**src/rtl/in_port_req_ctrl.sv**
```systemverilog
// Requester side of the per-output round-robin arbiters for one router input port.
// XY-routes the head flit, requests the chosen output, then owns it until the tail flit.
module in_port_req_ctrl #(
    parameter int IN_N    = 5,
    parameter int OUT_N   = 5,
    parameter int PORT_ID = 0,
    parameter int FLIT_W  = 16,
    parameter int COORD_W = 4,
    parameter int X_CORD  = 0,
    parameter int Y_CORD  = 0,
    localparam int IDX_W  = (IN_N > 1) ? $clog2(IN_N) : 1,
    localparam int SEL_W  = (OUT_N > 1) ? $clog2(OUT_N) : 1
) (
    input  logic                   clk_i,
    input  logic                   rst_ni,
    input  logic [FLIT_W-1:0]      flit_i,
    input  logic                   flit_valid_i,
    output logic                   flit_ready_o,
    output logic [OUT_N-1:0]       out_req_o,
    input  logic [OUT_N*IDX_W-1:0] grant_idx_i,
    output logic [OUT_N-1:0]       out_lock_o,
    output logic [SEL_W-1:0]       out_sel_o,
    output logic [FLIT_W-1:0]      flit_o,
    output logic                   flit_valid_o,
    input  logic                   out_ready_i,
    output logic                   err_o
);

    typedef enum logic [1:0] {IDLE, REQ, XFER} state_t;

    state_t             state;
    state_t             state_next;
    logic [COORD_W-1:0] dest_x;
    logic [COORD_W-1:0] dest_y;
    logic [SEL_W-1:0]   route;
    logic               is_head;
    logic               is_tail;
    logic               granted;
    logic               drop;

    // Type bit FLIT_W-1 marks head or head+tail; bit FLIT_W-2 marks tail or head+tail.
    assign dest_x  = flit_i[2*COORD_W-1:COORD_W];
    assign dest_y  = flit_i[COORD_W-1:0];
    assign is_head = flit_i[FLIT_W-1];
    assign is_tail = flit_i[FLIT_W-2];
    assign granted = (grant_idx_i[int'(out_sel_o)*IDX_W +: IDX_W] == IDX_W'(PORT_ID));
    assign flit_o  = flit_i;

    // Dimension-ordered routing: resolve X first, then Y, otherwise eject locally.
    always_comb begin
        route = SEL_W'(0);
        if (dest_x > COORD_W'(X_CORD))
            route = SEL_W'(2);
        else if (dest_x < COORD_W'(X_CORD))
            route = SEL_W'(4);
        else if (dest_y > COORD_W'(Y_CORD))
            route = SEL_W'(1);
        else if (dest_y < COORD_W'(Y_CORD))
            route = SEL_W'(3);
    end

    // The request drops once granted, because the arbiter only grants for one cycle;
    // from then on ownership of the output is signalled through the lock alone.
    always_comb begin
        state_next   = state;
        out_req_o    = '0;
        out_lock_o   = '0;
        flit_ready_o = 1'b0;
        flit_valid_o = 1'b0;
        drop         = 1'b0;
        unique case (state)
            IDLE: begin
                if (flit_valid_i) begin
                    if (is_head) begin
                        state_next = REQ;
                    end else begin
                        drop         = 1'b1;
                        flit_ready_o = 1'b1;
                    end
                end
            end
            REQ: begin
                out_req_o = OUT_N'(1) << out_sel_o;
                if (granted)
                    state_next = XFER;
            end
            XFER: begin
                out_lock_o   = OUT_N'(1) << out_sel_o;
                flit_valid_o = flit_valid_i;
                flit_ready_o = out_ready_i;
                if (flit_valid_i && out_ready_i && is_tail)
                    state_next = IDLE;
            end
            default: state_next = IDLE;
        endcase
    end

    always_ff @(posedge clk_i or negedge rst_ni) begin
        if (!rst_ni) begin
            state     <= IDLE;
            out_sel_o <= '0;
            err_o     <= 1'b0;
        end else begin
            state <= state_next;
            err_o <= drop;
            if (state == IDLE && flit_valid_i && is_head)
                out_sel_o <= route;
        end
    end

endmodule
```
**config.mk**
```make
export PLATFORM = sky130hd
export DESIGN_NAME = in_port_req_ctrl
export DESIGN_NICKNAME = d
export VERILOG_FILES = /design/src/rtl/in_port_req_ctrl.sv
export SDC_FILE = /design/constraint.sdc
export NUM_CORES = 1
export LEC_CHECK = 0
export CORE_UTILIZATION = 25
export CTS_CLUSTER_DIAMETER = 80
export DETAILED_ROUTE_END_ITERATION = 12
export HOLD_SLACK_MARGIN = 0.05
export PLACE_DENSITY = 0.84
export SYNTH_ARGS = -nofsm -noshare
export SYNTH_HDL_FRONTEND = slang
export SYNTH_SLANG_ARGS = --single-unit
```
**constraint.sdc**
```tcl
create_clock -name clk_i -period 3.1 [get_ports clk_i]
set_input_delay 0.775 -clock clk_i [delete_from_list [all_inputs] [get_ports clk_i]]
set_output_delay 0.775 -clock clk_i [all_outputs]
set_load 0.02 [all_outputs]
```
; Word level (Yosys, flattened, before mapping)
; Cells that the tools add are included.
[word_totals]
reg_bits = 6
input_bits = 35
out_inout_bits = 32
wordCells = 39
[classes]
mul = 1
magnitude_cmp = 4
n_eq_ne = 6
shifts = 2
mux = 16
reduce_logical = 7
[op_table]
columns = cell, n
row1 = $shiftx A15 B6 Y3, 1
row2 = $mux W2, 6
row3 = $mux W5, 2
row4 = $gt A4 B1 Y1 const B, 2
row5 = $lt A4 B1 Y1 const B, 2
row6 = $ne A2 B2 Y1 const B, 4
row7 = $mux W3, 2
row8 = $pmux W2 S3, 1
row9 = $mul A3 B2 Y5 const B, 1
row10 = $shl A1 B3 Y5 const A, 1
row11 = $logic_and A1 B1 Y1, 4
row12 = $mux W1, 4
row13 = $reduce_and A4 Y1, 1
row14 = $logic_not A3 Y1, 1
row15 = $eq A2 B1 Y1 const B, 1
row16 = $eq A2 B2 Y1 const B, 1
row17 = $logic_not A2 Y1, 1
row18 = $pmux W1 S2, 1

; Logic depth before layout (Yosys ltp)
; Gate-level depths: netlist of the first run.
[depth]
ltp_word = 5
ltp_mapped = 3
depth_no_buf = 3

; Least setup slack after synthesis of the first run
; No wires, ideal clock.
[synth_path]
path_kind = input to output
start = input port flit_i[15]
end = output port flit_ready_o
t_arrival_ns = 1.352
required_time_ns = 2.325
setup_slack_ns = 0.973
stages = 2
path_buffers = 0
cell_sequence = nor4b_1 > o21bai_1
[synth_via]
elab_chain_cells = 3
[synth_rtl]
columns = element, line
row1 = start: declaration, 16  ; input logic [FLIT_W-1:0] flit_i,
row2 = $mux W1, 74  ; if (is_head) begin
row3 = $mux W1, 73  ; if (flit_valid_i) begin
row4 = $pmux W1 S2, 71  ; unique case (state)
row5 = end: declaration, 18  ; output logic flit_ready_o,
; No other way between the ends.

; Worst setup path in the final report of the first run
[layout_path]
start = input port flit_valid_i
end = output port flit_valid_o
[layout_via]
elab_chain_cells = 1
[layout_rtl]
columns = element, line
row1 = start: declaration, 17  ; input logic flit_valid_i,
row2 = $mux W1, 71
row3 = end: declaration, 24  ; output logic flit_valid_o,
; No other way between the ends.

==> flow_metrics.tcl, run 1 <==
set metrics [dict create \
    drt-total-wl_um 1360 \
    viasPerCell 4.40 \
    cp_max_fo 3 \
    clk_latency_ps 240 \
    io_buffers 48 \
    hpwl_um 1100 \
    layout_common_cells "clkdlybuf4s50_1, nor2_1, nor3_1, dfrtp_1" \
    syn_area_per_cell_um2 8.13 \
    slowest_delay_ps 590 \
    p_leak_nw 0.383 \
    grt_overflow_total 0 \
    utilization_pct 51.9 \
    die_x_um 45.4 \
    rsz0062_at_grt "false" \
    ant_nets 0 \
    layout.nets 132 \
    finalCritPeriodShare_pct 93.2 \
    clkSinkCount 5 \
    min_path_type "flip-flop to flip-flop" \
    first_iter_violations 7 \
    start_util_pct 27.0 \
    grt_first_pass_wirelength_um 2210 \
    dr_total_vias 532 \
    cpMostUsedCell "clkdlybuf4s50_1" \
    holdWs_ps 631 \
    grt.total_usage_pct 15.1 \
    power_mw 0.467 \
    register_area_um2 125 \
    worst_ep_required_time_ps 2320 \
    crit_path_end_kind "primary output" \
    grt_pass1_vias 549 \
    pin_count 67 \
    row_count 15 \
    antenna_found_initial 0 \
    multi_input_area_um2 210 \
    instances_no_fill 121 \
    cts.path.max_buffers 2 \
    fin_crit_ps 2890 \
    maxCapViolCount 0 \
    drc 0 \
    slew_violations 0 \
    diodes 0 \
    first_pass_iters 4 \
    path_cells "clkdlybuf4s50_1, buf_4, and3b_1, clkdlybuf4s50_1" \
    numCtsBuffers 3 \
    finalSetupViolations 0 \
    cts.clk_slew.worst_paths_ps 50 \
    syn_area_um2 472 \
    fp.coreArea_mm2 0.00175 \
    cts_tree "done" \
    die_h_um 45.4 \
    power_density_mw_per_mm2 516 \
    crit_path_top_delay_cell "clkdlybuf4s50_1" \
    fillers 171 \
    status "finished, final reports clean" \
    peakVddDrop_v 0.000222 \
    whs_path_depth 2 \
    cts-root-buf "clkbuf_4" \
    cts_setup_buffers 0 \
    reg2reg_depth 2 \
    final_common_cell "clkdlybuf4s50_1" \
    gp_congestion 0.636 \
    area_delta_synth_final_pct 92.0 \
    crit_path_start_kind "input pin" \
    synth_seq_cells 5 \
    htreeDepth 1 \
    layout-drive-gt1-share_pct 8.33 \
    yosysWarnings 0 \
    finalHoldViolCount 0 \
    dieArea_mm2 0.00206 \
    crit_type "input pin to primary output" \
    max_freq_mhz 346 \
    yosysSeqAreaShare_pct 26.5 \
    worst_ep_arrival_time_ps 2110 \
    clock_skew_ps 5.32 \
    wl_per_cell_um 11.2 \
    ys_types 20 \
    synth_cells 58 \
    dp_cells 117 \
    grt_max_degree 9 \
]
-- power by group --
part	switching [mW]	internal [mW]
sequential	0.0330	0.0878
clock	0.0276	0.0487
combinational	0.127	0.143
-- logic make-up after synthesis --
| group | count (synthesis) | synth area share, % |
|---|---|---|
| buffers and inverters | 21 | 31.8 |
| other | 1 | 0.795 |
| AND/OR/NAND/NOR | 23 | 26.5 |
| multiplexers | 1 | 4.77 |
| flip-flops | 5 | 26.5 |
| AO/OA/AOI/OAI | 7 | 9.55 |
-- routing by layer --
| metal | wire length (um) | part of all wire (%) | vias to the layer above | global-route usage, % |
|---|---|---|---|---|
| met5 | 0 | 0 | - | 0 |
| met4 | 17 | 1.3 | 0 | 7.27 |
| met3 | 174 | 13 | 2 | 6.35 |
| met2 | 714 | 53 | 38 | 24.9 |
| met1 | 448 | 33 | 240 | 16.7 |
| li1 | - | - | 252 | - |
-- state kept, by name, summed over array words and instances, names as in the netlist --
name / cells
out_sel_o: 2
err_o: 1
state: 2
-- worst paths after layout --
path | startpoint | endpoint | slack, ps
min in group asynchronous | rst_ni | state[1] | 750
min reg2reg | state[0] | err_o | 630
max reg2reg | out_sel_o[1] | state[1] | 1770
max in group asynchronous | rst_ni | out_sel_o[1] | 2150
min | state[0] | err_o | 630
max | flit_valid_i | flit_valid_o | 210
-- cells in the mapped netlist --
| cell type | instances | share of area [%] |
|---|---|---|
| and3b_1 | 1 | 1.9 |
| dfrtp_1 | 5 | 27 |
| nor3_1 | 6 | 6.4 |
| mux4_2 | 1 | 4.8 |
| or2b_1 | 1 | 1.6 |
| o21bai_1 | 1 | 1.6 |
| o21ai_1 | 1 | 1.1 |
| inv_1 | 2 | 1.6 |
| o41ai_1 | 1 | 1.9 |
| conb_1 | 1 | 0.79 |
| o21ai_0 | 2 | 2.1 |
| a21o_1 | 1 | 1.6 |
| nand4bb_1 | 1 | 2.4 |
| nor4b_1 | 1 | 1.9 |
| a31oi_1 | 1 | 1.3 |
| nor2_1 | 6 | 4.8 |
| nand2_1 | 3 | 2.4 |
| nand2b_1 | 3 | 4.0 |
| buf_4 | 19 | 30 |
| nor4_1 | 1 | 1.3 |
-- timing repair --
action	4_1_cts	5_1_grt
setup endpoints to repair	1	1
pin swaps	0	0
hold buffers	0	0
resized for setup	1	1
-- stage by stage --
| stage | setup WS [ps] | instance area (um^2) | TNS, ps |
|---|---|---|---|
| final | 212 | 906 | 0 |
| after global routing | 173 | 906 | 0 |
| after CTS | 31.7 | 903 | 0 |
| after detailed placement | -18.6 | 871 | -18.6 |
| after global placement | -12.5 | 871 | -12.5 |
| after floorplan | 973 | 479 | 0 |
-- critical path: cells and delay by family --
kind	cells	cell delay (ps)
buf+inv	3	1180
simple gates	1	150
-- cell type report --
class,count,area share [%]
well taps,25,3.45
multi-input cells,34,23.2
inverters,2,0.829
repair buffers,51,55.8
flip-flops and latches,5,13.8
clock buffers,4,2.90
Note: power is estimated with default switching activity, not from simulation.
==> run 2, diff against run 1 <==
- CORE_UTILIZATION: 25 -> 23
- PLACE_DENSITY: 0.84 -> 0.78
- clock period: 3.1 -> 2.66 ns (I/O delays scaled with it)
==> flow_metrics.tcl, run 2 (synthesized netlist as in run 1, its figures left out) <==
set metrics [dict create \
    peakVddDrop_v 0.000267 \
    internal_power_mw 0.322 \
    seqPwrFrac_pct 26.2 \
    ant_nets 0 \
    startpoint "flit_i[15]" \
    die_h_um 47.3 \
    drt-total-wl_um 1250 \
    status "finished, final reports clean" \
    row_count 16 \
    min_path_type "flip-flop to flip-flop" \
    viasPerCell 4.26 \
    clock_skew_ps 3.33 \
    die_x_um 47.3 \
    antenna_found_initial 0 \
    slew_violations 0 \
    sw_frac_of_total_pct 39.7 \
    numCtsBuffers 3 \
    holdWs_ps 618 \
    largestRegisters "out_sel_o: 2 flops, state: 2 flops, err_o: 1 flops" \
    rsz0062_at_grt "false" \
    fin_crit_ps 2540 \
    cts.path.max_buffers 2 \
    maxCapViolCount 0 \
    power_density_mw_per_mm2 592 \
    fp.coreArea_mm2 0.00194 \
    gp_congestion 0.656 \
    io_buffers 48 \
    crit_type "input pin to primary output" \
    p_leak_nw 0.386 \
    layout_common_cells "clkdlybuf4s50_1, nor2_1, nor3_1, dfrtp_1" \
    cts.clk_slew.worst_paths_ps 40 \
    grt_max_degree 9 \
    hold_buffers 0 \
    drc 0 \
    layout.nets 132 \
    worst_ep_arrival_time_ps 1870 \
    grt.total_usage_pct 11.9 \
    grt_first_pass_wirelength_um 1840 \
    cts_tree "done" \
    layout-drive-gt1-share_pct 9.38 \
    htreeDepth 1 \
    wl_per_cell_um 10.2 \
    finalCritPeriodShare_pct 95.4 \
    final_common_cell "clkdlybuf4s50_1" \
    pwr-share-clk_pct 16.2 \
    reg2reg_depth 2 \
    cp_max_fo 2 \
    fin_setup_tns_ps 0 \
    min-delay-start "state[0]" \
    fillers 180 \
    worst_ep_required_time_ps 2000 \
    first_pass_iters 4 \
    cts-root-buf "clkbuf_4" \
    clkSinkCount 5 \
    max_freq_mhz 394 \
    dieArea_mm2 0.00224 \
    whs_path_depth 2 \
    clk_latency_ps 240 \
    finalSetupViolations 0 \
    start_util_pct 24.3 \
    pin_count 67 \
    area_delta_synth_final_pct 91.5 \
    finalHoldViolCount 0 \
    worstReg2RegEnd "state[1]" \
    dr_total_vias 524 \
    crit_path_start_kind "input pin" \
    crit_path_end_kind "primary output" \
    hold-path-endpoint "err_o" \
    diodes 0 \
    rrSetupSlack_ps 1330 \
    hpwl_um 1080 \
    grt_overflow_total 0 \
    p_switching_mw 0.212 \
    combPwrFrac_pct 57.6 \
    r2r-start "out_sel_o[1]" \
    first_iter_violations 6 \
    grt_pass1_vias 465 \
]
-- run 2: cell count changes in the layout (fill, tap and decap cells not counted) --
cell	previous run	this run
clkdlybuf4s50_1	47	46
clkbuf_2	0	1
-- run 2: area by class of cell --
type / count / area (um^2) / area share [%]
Clock buffer: 4 / 26.3 / 2.91
Inverter: 2 / 7.51 / 0.831
Multi-Input combinational cell: 34 / 210 / 23.3
Sequential cell: 5 / 125 / 13.9
Tap cell: 27 / 33.8 / 3.74
Timing Repair Buffer: 51 / 500 / 55.4
-- run 2: worst max-delay path, stage by stage --
cell and delay, ps:
clkdlybuf4s50_1 500, buf_4 120, clkdlybuf4s50_1 590
-- run 2: repair_timing --
item                                    in CTS  in global routing
buffers inserted                             0                  0
endpoints found under the setup margin       2                  2
pin swaps                                    0                  0
resized for setup                            2                  3
-- run 2: power by group through the flow --
stage | Sequential (mW) | Combinational [mW] | Clock, mW
5_1_grt | 0.147 | 0.331 | 0.0952
6_report | 0.140 | 0.308 | 0.0864
4_1_cts | 0.142 | 0.312 | 0.0886
2_1_floorplan | 0.148 | 0.168 | 0
3_3_place_gp | 0.139 | 0.309 | 0
3_5_place_dp | 0.141 | 0.312 | 0
-- run 2: how the worst max path moves through the flow --
stage	cells after the start	slack, ps	endpoint
finish	3	120	flit_o[15]
global route	3	70	flit_o[15]
global placement	4	-230	flit_ready_o
floorplan	2	750	flit_ready_o
detailed placement	4	-310	flit_ready_o
CTS	4	4	flit_valid_o
-- run 2: per-layer routing --
layer | up-vias | global-route usage [%] | wire length [um]
li1 | 253 | - | -
met3 | 4 | 1.92 | 111
met5 | - | 0 | 0
met1 | 223 | 14.6 | 495
met4 | 0 | 7.43 | 16
met2 | 44 | 19.2 | 625
-- run 2: per-stage QoR --
stage / instance area [um^2] / utilization (%) / power (mW) / worst slack [ps] / std cells
global placement: 873 / 45.0 / 0.448 / -226 / 119
floorplan: 479 / - / 0.316 / 753 / 60
finish: 903 / 46.5 / 0.535 / 122 / 123
detailed placement: 873 / 45.0 / 0.453 / -311 / 119
CTS: 905 / 46.6 / 0.543 / 4.42 / 123
global route: 903 / 46.5 / 0.574 / 70.6 / 123
